**src/rtl/dir_queue.sv**
```systemverilog
// Turn queue for the snake heading: key presses are edge-detected, filtered against the newest pending
// heading, buffered in a 2-entry FIFO and released one per game tick.
module dir_queue #(
  parameter logic [1:0] INIT_DIR = 2'b11
) (
  input  logic       clk,
  input  logic       rst,
  input  logic       up,
  input  logic       down,
  input  logic       left,
  input  logic       right,
  input  logic       tick,
  input  logic       running,
  output logic [1:0] dir,
  output logic [1:0] count,
  output logic       drop
);

  logic [3:0] key_d,   key_q;
  logic [1:0] dir_d,   dir_q;
  logic [1:0] count_d, count_q;
  logic [1:0] fifo0_d, fifo0_q;
  logic [1:0] fifo1_d, fifo1_q;
  logic       drop_d,  drop_q;

  logic [3:0] press;
  logic       has_press;
  logic [1:0] cand;
  logic [1:0] tail;
  logic       reject;
  logic       accept;
  logic       pop;

  // Press detection and filtering against the newest pending heading
  always_comb begin
    key_d     = {up, down, left, right};
    press     = key_d & ~key_q;
    has_press = |press;
    cand      = 2'b00;
    if (press[3])      cand = 2'b00;
    else if (press[2]) cand = 2'b01;
    else if (press[1]) cand = 2'b10;
    else if (press[0]) cand = 2'b11;

    if (count_q == 2'd2)      tail = fifo1_q;
    else if (count_q == 2'd1) tail = fifo0_q;
    else                      tail = dir_q;

    // Equal and opposite headings are exactly the ones sharing the axis bit.
    reject = (cand[1] == tail[1]);
    accept = running & has_press & ~reject;
    pop    = running & tick & (count_q != 2'd0);
  end

  // Queue update: pop into dir and push at tail can happen on the same edge
  always_comb begin
    dir_d   = dir_q;
    count_d = count_q;
    fifo0_d = fifo0_q;
    fifo1_d = fifo1_q;
    drop_d  = 1'b0;

    if (!running) begin
      count_d = 2'd0;
    end else begin
      case (count_q)
        2'd0: begin
          if (accept) begin
            fifo0_d = cand;
            count_d = 2'd1;
          end
        end
        2'd1: begin
          if (pop) begin
            dir_d = fifo0_q;
            if (accept) fifo0_d = cand;
            else        count_d = 2'd0;
          end else if (accept) begin
            fifo1_d = cand;
            count_d = 2'd2;
          end
        end
        default: begin
          if (pop) begin
            dir_d   = fifo0_q;
            fifo0_d = fifo1_q;
            if (accept) fifo1_d = cand;
            else        count_d = 2'd1;
          end else if (accept) begin
            drop_d = 1'b1;
          end
        end
      endcase
    end
  end

  always_ff @(posedge clk or negedge rst) begin
    if (!rst) begin
      key_q   <= 4'b0000;
      dir_q   <= INIT_DIR;
      count_q <= 2'd0;
      fifo0_q <= 2'b00;
      fifo1_q <= 2'b00;
      drop_q  <= 1'b0;
    end else begin
      key_q   <= key_d;
      dir_q   <= dir_d;
      count_q <= count_d;
      fifo0_q <= fifo0_d;
      fifo1_q <= fifo1_d;
      drop_q  <= drop_d;
    end
  end

  assign dir   = dir_q;
  assign count = count_q;
  assign drop  = drop_q;

endmodule
```
**config.mk**
```make
export PLATFORM = sky130hd
export DESIGN_NAME = dir_queue
export DESIGN_NICKNAME = d
export VERILOG_FILES = /design/src/rtl/dir_queue.sv
export SDC_FILE = /design/constraint.sdc
export NUM_CORES = 1
export LEC_CHECK = 0
export CORE_AREA = 2 2 39 41
export DETAILED_ROUTE_END_ITERATION = 10
export DIE_AREA = 0 0 41 43
export HOLD_SLACK_MARGIN = 0.08
export MAX_ROUTING_LAYER = met4
export PLACE_DENSITY = 0.77
export SETUP_SLACK_MARGIN = 0.2
export SLEW_MARGIN = 20
export SYNTH_ARGS = -nofsm -noshare
export SYNTH_HDL_FRONTEND = slang
export SYNTH_SLANG_ARGS = --single-unit
```
**constraint.sdc**
```tcl
create_clock -name clk -period 4.4 [get_ports clk]
set_input_delay 0.44 -clock clk [delete_from_list [all_inputs] [get_ports clk]]
set_output_delay 0.44 -clock clk [all_outputs]
set_load 0.005 [all_outputs]
```
# Word level (Yosys, flattened, before mapping)
# Cells that the tools add are included.
[word_totals]
in_bits = 8
word_cells = 60
output_inout_bits = 5
ff_bits = 13
[classes]
muxes = 26
n_reduce_logical = 10
n_bitwise = 8
eq_ne = 10
[op_table]
columns = ["operator", "n"]
rows = [
  ["$mux W2", 19],
  ["$pmux W2 S2", 3],
  ["$ne A4 B4 Y1 const B", 2],
  ["$reduce_and A3 Y1", 2],
  ["$reduce_bool A2 Y1", 3],
  ["$reduce_and A5 Y1", 1],
  ["$and A1 B1 Y1", 4],
  ["$and A4 B4 Y4", 1],
  ["$mux W1", 4],
  ["$ne A2 B2 Y1 const B", 2],
  ["$ne A4 B1 Y1 const B", 1],
  ["$ne A4 B3 Y1 const B", 1],
  ["$not A4 Y4", 1],
  ["$reduce_and A4 Y1", 1],
  ["$reduce_or A4 Y1", 1],
  ["$ne A3 B3 Y1 const B", 1],
  ["$eq A2 B1 Y1 const B", 1],
  ["$eq A2 B2 Y1 const B", 1],
  ["$logic_not A2 Y1", 1],
  ["$not A1 Y1", 2],
  ["$reduce_or A2 Y1", 1],
  ["$eq A1 B1 Y1", 1],
]

# Depth between registers and ports, before layout
# Gate-level depths: netlist of run 1.
[depth]
depth_word = 13
depth_mapped = 6
mapped_depth_nobuf = 5

# Worst setup path after synthesis of run 1
# OpenSTA, ideal clock, no wires.
[synth_path]
path_kind = "reg2reg"
from = "reg count_q[1], in the netlist count[1]"
to = "reg fifo0_q[0]"
stages_incl_launch_ff = 7
setup_time_ps = 125
required_ps = 4275
arrival_ps = 1674
setup_slack_ps = 2601
path_buffers = 1
synth_period_minus_slack_ps = 1799
cell_sequence = "dfrtp_1 buf_4 mux2i_1 mux2i_2 mux2i_2 o221a_4 mux2_4"
[synth_between]
elab_chain_len = 9
word_cells_on_any_way = 16
classes_between = "eq/ne: 4; mux: 5; bitwise: 3; reduce/logical: 4"
[synth_lines]
columns = ["item", "line", "text"]
rows = [
  ["start, declared", "21", "logic [1:0] count_d, count_q;"],
  ["start signal, assigned", "108", "count_q <= count_d;"],
  ["$eq A2 B1 Y1", "46, 66", ""],
  ["$mux W2", "46", "else if (count_q == 2'd1) tail = fifo0_q;"],
  ["$mux W2", "45", "if (count_q == 2'd2) tail = fifo1_q;"],
  ["$eq A1 B1 Y1", "50", "reject = (cand[1] == tail[1]);"],
  ["$not A1 Y1", "51", "accept = running & has_press & ~reject;"],
  ["$and A1 B1 Y1", "51", ""],
  ["$mux W2 (2 in series)", "--", ""],
  ["$pmux W2 S2", "66", "case (count_q)"],
  ["end signal, assigned", "109", "fifo0_q <= fifo0_d;"],
  ["end, declared", "22", "logic [1:0] fifo0_d, fifo0_q;"],
]
# Several ways; a longest one is shown, not always the timed one. The select of a mux whose other input is x is not followed.
# A chain may end at the register's enable or synchronous reset.

# Worst setup path in the final report of run 1
# Same ends and word-level chain as after synthesis.

==> insert_results.sql, run 1 <==
INSERT INTO impl_metrics (metric_group, metric, value, unit) VALUES
('hold_path', 'min_path_type', 'flip-flop to flip-flop', ''),
('die', 'die_w', '41', 'um'),
('detailed_routing', 'via_count', '470', ''),
('grt', 'grt_antenna_before_repair', '0', ''),
('sta', 'fin_worst_hold_slack', '0.529', 'ns'),
('clock_tree', 'max-clock-path-buffers', '2', ''),
('die', 'die_y', '43', 'um'),
('flow_run', 'cap_viol_max_count', '0', ''),
('clock_tree', 'postCtsHoldBufs', '0', ''),
('critical_path', 'critical_path.slowest_cell', 'sky130_fd_sc_hd__dfrtp_1', ''),
('clock_tree', 'postCtsSetupRepairBufs', '0', ''),
('yosys', 'syn-instance-count', '59', ''),
('final_layout', 'antenna_cells', '0', ''),
('power_and_ir_drop', 'power.clock.fraction', '0.185', ''),
('yosys', 'synth_sequential_area_ratio', '0.493', ''),
('placed_design', 'finalWeightedCongestion', '0.808', ''),
('die', 'fp.dieArea', '1760', 'um2'),
('die', 'placementRows', '14', ''),
('yosys', 'synth_top_cell_area_share', '0.414', ''),
('critical_path', 'worstPathBufferInverterCount', '0', ''),
('placed_design', 'dpl.hpwl', '847', 'um'),
('placed_design', 'dpl_cells', '84', ''),
('detailed_routing', 'detailedRoute.firstPassIterationCount', '4', ''),
('power_and_ir_drop', 'cellLeakagePower', '0.351', 'nW'),
('critical_path', 'setup.worst_path.start_class', 'flip-flop', ''),
('yosys', 'syn-cell-area', '664', 'um2'),
('placed_design', 'port-buffer-count', '12', ''),
('clock_tree', 'cts_inserted_buffers', '3', ''),
('critical_path', 'worst_path_largest_cell_delay', '0.64', 'ns'),
('final_layout', 'area_growth', '22.8', '%'),
('sta', 'final-max-slew-violation-count', '0', ''),
('die', 'pin_count', '13', ''),
('final_layout', 'post_layout_nonfiller_instances', '88', ''),
('detailed_routing', 'dr.first_iter.drc_count', '4', ''),
('final_layout', 'postLayoutCoreUtil', '0.590', ''),
('detailed_routing', 'detail_route.wirelength', '1.18', 'mm'),
('critical_path', 'regToRegEndpoint', 'fifo0_q[0]', ''),
('power_and_ir_drop', 'cellPowerDensity', '480', 'nW/um2'),
('clock_tree', 'ctsRootBufferMaster', 'sky130_fd_sc_hd__clkbuf_4', ''),
('critical_path', 'cp_cell_sequence', 'mux2i_1 -> mux2i_2 -> mux2i_2 -> o221a_4 -> mux2_4', ''),
('grt', 'grtUsageTotal', '0.179', ''),
('detailed_routing', 'post_drt_via_cell_ratio', '5.34', ''),
('sta', 'postLayoutSetupSlackWorst', '2.32', 'ns'),
('power_and_ir_drop', 'cell_internal_pwr', '275', 'uW'),
('die', 'initial_core_util', '0.480', ''),
('yosys', 'dominant_register_cell_in_the_synthesized_netlist', 'sky130_fd_sc_hd__dfrtp_1', ''),
('yosys', 'synthArstFlopShare', '1.00', ''),
('sta', 'hold_violations', '0', ''),
('yosys', 'synth.net_count', '67', ''),
('run_status', 'status', 'completed', ''),
('grt', 'grt_pass1_wl', '2.00', 'mm'),
('power_and_ir_drop', 'seqPwrFrac', '0.475', ''),
('placed_design', 'dpl_cell_area', '790', 'um2'),
('critical_path', 'timing.reg2reg.setup_slack', '2.32', 'ns'),
('critical_path', 'critPathMaxFanout', '15', ''),
('critical_path', 'endpoint_kind', 'flip-flop', ''),
('critical_path', 'r2r_cells', '5', ''),
('clock_tree', 'clk_transition_reported_paths', '0.08', 'ns'),
('critical_path', 'worst-path-stages', '5', ''),
('detailed_routing', 'wl_per_cell', '13.5', 'um'),
('critical_path', 'timing.critical_path.arrival', '2.24', 'ns'),
('sta', 'finalSetupViolations', '0', ''),
('grt', 'grt_pass1_vias', '430', ''),
('final_layout', 'fin_area', '816', 'um2'),
('clock_tree', 'tritoncts', 'yes', ''),
('sta', 'rsz0062_at_grt', 'no', ''),
('critical_path', 'cpLargestDelayFamily', 'multiplexers', ''),
('sta', 'crit_share_post_route', '0.473', ''),
('power_and_ir_drop', 'peakVddDrop', '0.000231', 'V'),
('sta', 'setup_total_negative_slack', '0', 'ns'),
('power_and_ir_drop', 'p_total', '392', 'uW');
==> kinds of logic (layout without fill, tap and decap cells) <==
group | count (synthesis) | after routing | synth area share
AND/OR/NAND/NOR | 18 | 18 | 0.137
multiplexers | 12 | 12 | 0.213
buffers and inverters | 6 | 19 | 0.0396
AO/OA/AOI/OAI | 10 | 10 | 0.117
flip-flops | 13 | 13 | 0.493
==> area by class of cell <==
type	instances	area (um2)
well taps	16	20.0
repair buffers	12	120
flip-flops and latches	13	328
multi-input cells	40	310
inverters	3	11.3
clock buffers	4	26.3
fillers	121	568
==> placed cells by master (no fill, tap or decap) <==
| master | n |
|---|---|
| sky130_fd_sc_hd__a21boi_1 | 1 |
| sky130_fd_sc_hd__a21oi_1 | 1 |
| sky130_fd_sc_hd__and2_1 | 1 |
| sky130_fd_sc_hd__clkbuf_1 | 1 |
| sky130_fd_sc_hd__clkbuf_4 | 3 |
| sky130_fd_sc_hd__clkdlybuf4s50_1 | 12 |
| sky130_fd_sc_hd__dfrtp_1 | 11 |
| sky130_fd_sc_hd__dfstp_2 | 2 |
| sky130_fd_sc_hd__inv_1 | 3 |
| sky130_fd_sc_hd__mux2_2 | 3 |
| sky130_fd_sc_hd__mux2_4 | 2 |
| sky130_fd_sc_hd__mux2i_1 | 5 |
| sky130_fd_sc_hd__mux2i_2 | 2 |
| sky130_fd_sc_hd__nand2_1 | 7 |
| sky130_fd_sc_hd__nand2b_1 | 3 |
| sky130_fd_sc_hd__nand3_1 | 2 |
| sky130_fd_sc_hd__nor2_1 | 1 |
| sky130_fd_sc_hd__nor2b_1 | 2 |
| sky130_fd_sc_hd__nor3b_1 | 1 |
| sky130_fd_sc_hd__o211ai_1 | 1 |
| sky130_fd_sc_hd__o211ai_2 | 1 |
| sky130_fd_sc_hd__o21ai_0 | 5 |
| sky130_fd_sc_hd__o221a_4 | 1 |
| sky130_fd_sc_hd__or2_2 | 1 |
==> flip-flops by register name, summed over array words and instances (netlist names) <==
register and count:
dir 2, key_q 4, fifo0_q 2, drop 1, fifo1_q 2, count 2
==> power groups by stage <==
stage	clock network [mW]	registers, mW	logic [mW]
finish	0.0723	0.186	0.133
CTS	0.0747	0.187	0.135
floorplan	0	0.179	0.0910
detailed placement	0	0.189	0.132
global route	0.0819	0.192	0.145
global placement	0	0.186	0.128
==> how the worst min path moves through the flow <==
stage	start	endpoint	slack (ns)	depth (start not counted)
2_1_floorplan	rst	count[0]	0.14	0
3_3_place_gp	fifo0_q[0]	fifo0_q[0]	0.50	1
3_5_place_dp	fifo1_q[0]	fifo1_q[0]	0.52	2
4_1_cts	fifo1_q[0]	fifo1_q[0]	0.53	2
5_1_grt	fifo1_q[0]	fifo1_q[0]	0.56	2
6_report	fifo1_q[0]	fifo1_q[0]	0.53	2
==> synthesized netlist by cell type (3+ instances only) <==
library cell               count
sky130_fd_sc_hd__dfrtp_1      11
sky130_fd_sc_hd__nand2_1       7
sky130_fd_sc_hd__mux2i_1       5
sky130_fd_sc_hd__o21ai_0       5
sky130_fd_sc_hd__inv_1         3
sky130_fd_sc_hd__mux2_2        3
sky130_fd_sc_hd__nand2b_1      3
==> routing by layer <==
layer | routed length (um) | track usage
met2 | 592 | 0.244
met5 | 0 | -
met4 | 10 | 0.0800
met1 | 546 | 0.243
met3 | 34 | 0.0471
==> worst min-delay path: cells and delay by family (launching register included) <==
family                 cells  cell delay (ns)
multiplexers               1             0.06
buffers and inverters      1             0.05
flip-flops                 1             0.38
(Power assumes the default switching activity.)
==> run 2: changes to the inputs <==
Settings changed: CORE_AREA 2 2 39 41 to not set, CORE_UTILIZATION set to 43, DIE_AREA 0 0 41 43 to not set, PLACE_DENSITY 0.77 to 0.71.
Clock period 4.4 ns to 1.9 ns, I/O delays scaled along.
==> run 2 against run 1 <==
Against the previous run: worst hold slack worse by 0.25 ns; sequential share of layout area is 3.4 points lower; design area is 9.4% higher; non-clock buffer count is 8 higher; flip-flop and latch count stayed put; register-to-register slack worse by 2.2 ns; clock-buffer cell count stayed put; via count is 8.1% higher.
==> insert_results.sql, run 2 (same netlist as run 1, synthesis figures left out) <==
INSERT INTO impl_metrics (metric_group, metric, value, unit) VALUES
('run_status', 'status', 'completed', ''),
('grt', 'globalRoute.totalOverflow', '0', ''),
('grt', 'grt_pass1_vias', '454', ''),
('clock_tree', 'clock_insertion_delay_worst_skew', '0.27', 'ns'),
('power_and_ir_drop', 'p_total', '994', 'uW'),
('clock_tree', 'cts_inserted_buffers', '3', ''),
('critical_path', 'setup.worst_path.start_class', 'flip-flop', ''),
('final_layout', 'largest_register_ff_count', '4', ''),
('die', 'coreArea', '1370', 'um2'),
('critical_path', 'timing.critical_path.arrival', '1.95', 'ns'),
('sta', 'max_clock_freq', '0.558', 'GHz'),
('placed_design', 'port-buffer-count', '12', ''),
('final_layout', 'antenna_cells', '0', ''),
('hold_path', 'min_path_type', 'primary input to async pin', ''),
('sta', 'finalCriticalPeriod', '1.79', 'ns'),
('critical_path', 'endpoint_kind', 'flip-flop', ''),
('detailed_routing', 'detail_route.wirelength', '1.27', 'mm'),
('sta', 'finalSetupViolations', '0', ''),
('placed_design', 'finalWeightedCongestion', '0.767', ''),
('sta', 'fin_worst_hold_slack', '0.282', 'ns'),
('clock_tree', 'max-clock-path-buffers', '2', ''),
('critical_path', 'reg2reg_from', 'dir[1]', ''),
('power_and_ir_drop', 'peakVddDrop', '0.000661', 'V'),
('detailed_routing', 'via_count', '508', ''),
('critical_path', 'critPathLaunch', 'dir[1]', ''),
('sta', 'rsz0062_at_grt', 'yes', ''),
('grt', 'grtUsageTotal', '0.190', ''),
('sta', 'hold_violations', '0', ''),
('critical_path', 'critPathMaxFanout', '3', ''),
('sta', 'setup_total_negative_slack', '0', 'ns'),
('critical_path', 'critPathKind', 'flip-flop to flip-flop', ''),
('clock_tree', 'cts-htree-levels', '1', ''),
('final_layout', 'layout.filler_cells', '132', ''),
('final_layout', 'drive_gt1_frac', '0.325', ''),
('sta', 'worst_slew_margin_rel', '0.616', ''),
('clock_tree', 'postCtsHoldBufs', '0', ''),
('placed_design', 'dpl.hpwl', '890', 'um'),
('final_layout', 'nets', '89', ''),
('die', 'initial_core_util', '0.486', ''),
('clock_tree', 'ctsRootBufferMaster', 'sky130_fd_sc_hd__clkbuf_4', ''),
('sta', 'max_slew.worst_pin.slew', '0.575', 'ns'),
('final_layout', 'multi_input_area', '328', 'um2'),
('power_and_ir_drop', 'cellLeakagePower', '0.397', 'nW'),
('critical_path', 'required', '2.06', 'ns'),
('sta', 'final-max-slew-violation-count', '0', ''),
('final_layout', 'sequential_cell_area', '328', 'um2'),
('detailed_routing', 'detailedRoute.firstPassIterationCount', '5', ''),
('final_layout', 'area_growth', '34.3', '%'),
('flow_run', 'cap_viol_max_count', '0', ''),
('die', 'placementRows', '13', ''),
('grt', 'grt_max_degree', '14', ''),
('detailed_routing', 'wl_per_cell', '13.4', 'um'),
('detailed_routing', 'remaining_drc_errors', '0', ''),
('final_layout', 'top_register', 'key_q', ''),
('clock_tree', 'tritoncts', 'yes', ''),
('die', 'die_w', '41.3', 'um'),
('critical_path', 'worst_path_largest_cell_delay', '0.55', 'ns'),
('detailed_routing', 'post_drt_via_cell_ratio', '5.35', ''),
('sta', 'fin_skew', '0.00107', 'ns'),
('grt', 'grt_pass1_wl', '1.98', 'mm'),
('sta', 'crit_share_post_route', '0.944', ''),
('clock_tree', 'number_of_sinks_on_the_clock_net', '13', ''),
('die', 'die_y', '41.3', 'um'),
('power_and_ir_drop', 'cellPowerDensity', '1110', 'nW/um2'),
('final_layout', 'most-common-layout-cells', 'sky130_fd_sc_hd__clkdlybuf4s50_1 (12), sky130_fd_sc_hd__dfrtp_1 (11), sky130_fd_sc_hd__buf_4 (8)', ''),
('die', 'fp.dieArea', '1710', 'um2'),
('critical_path', 'cp_cell_sequence', 'mux2i_1 -> mux2i_2 -> mux2i_2 -> o221a_4 -> mux2_4', ''),
('critical_path', 'critical_path.slowest_cell', 'sky130_fd_sc_hd__dfstp_2', ''),
('detailed_routing', 'detail-route-antenna-nets', '0', ''),
('critical_path', 'crit_top_cell', 'sky130_fd_sc_hd__mux2i_2', ''),
('die', 'pin_count', '13', ''),
('detailed_routing', 'dr.first_iter.drc_count', '10', ''),
('grt', 'grt_antenna_before_repair', '0', ''),
('clock_tree', 'clk_transition_reported_paths', '0.08', 'ns'),
('final_layout', 'mostFrequentLayoutCell', 'sky130_fd_sc_hd__clkdlybuf4s50_1', '');
==> run 2: cell types whose count changed in the layout (fill, tap and decap cells not counted) <==
cell / before / now
sky130_fd_sc_hd__o21ai_1: 0 / 1
sky130_fd_sc_hd__nor3b_2: 0 / 1
sky130_fd_sc_hd__nand3_2: 0 / 1
sky130_fd_sc_hd__a21boi_1: 1 / 0
sky130_fd_sc_hd__a21boi_2: 0 / 1
sky130_fd_sc_hd__nand3_1: 2 / 1
sky130_fd_sc_hd__o21ai_0: 5 / 4
sky130_fd_sc_hd__mux2_2: 3 / 2
sky130_fd_sc_hd__mux2_4: 2 / 3
sky130_fd_sc_hd__buf_4: 0 / 8
sky130_fd_sc_hd__nor3b_1: 1 / 0
==> run 2: routing by layer <==
metal  routed length [um]  vias up  track usage
met4                    0        0       0.0726
met3                   46        0       0.0479
li1                     -      246            -
met5                    0        -            -
met1                  611      248        0.254
met2                  614       14        0.277
==> run 2: cell type report <==
cell class / count / share of cell area
Sequential cell: 13 / 0.367
Inverter: 3 / 0.0126
Tap cell: 15 / 0.0210
Timing Repair Buffer: 20 / 0.202
Multi-Input combinational cell: 40 / 0.367
Clock buffer: 4 / 0.0295
==> run 2: report_power, final <==
part	leakage [nW]	internal (mW)	switching (mW)
Sequential	0.156	0.364	0.0543
Clock	0.0150	0.0812	0.0897
Combinational	0.225	0.252	0.153
Total	0.397	0.697	0.297
==> run 2: repair_timing <==
item,in CTS,in global routing
setup buffers,2,1
setup endpoints to repair,5,7
resized for setup,1,4
pin swaps,1,1
==> run 2: final timing paths <==
path / endpoint / slack [ns] / cells after the start
hold / removal: fifo1_q[1] / 0.28 / 1
setup reg to reg: fifo0_q[1] / 0.11 / 5
max in group asynchronous: key_q[2] / 1.24 / 1
min in group clk: key_q[1] / 0.37 / 1
hold reg to reg: fifo0_q[0] / 0.53 / 1
setup / recovery: fifo0_q[1] / 0.11 / 5
==> run 2: worst max-delay path, delay by kind of cell, from the launching register on <==
family / cells / cell delay [ns]
multiplexers: 4 / 0.90
flip-flops: 1 / 0.55
AO/OA/AOI/OAI: 1 / 0.24
==> run 2: through the flow <==
stage               setup slack (ns)  instance area, um2  utilization  std cells
global route                  0.0290                 892        0.653         95
finish                         0.107                 892        0.653         95
floorplan                      0.102                 668            -         59
CTS                            0.102                 872        0.638         94
detailed placement            0.0108                 826        0.604         88
global placement              0.0490                 826        0.604         88
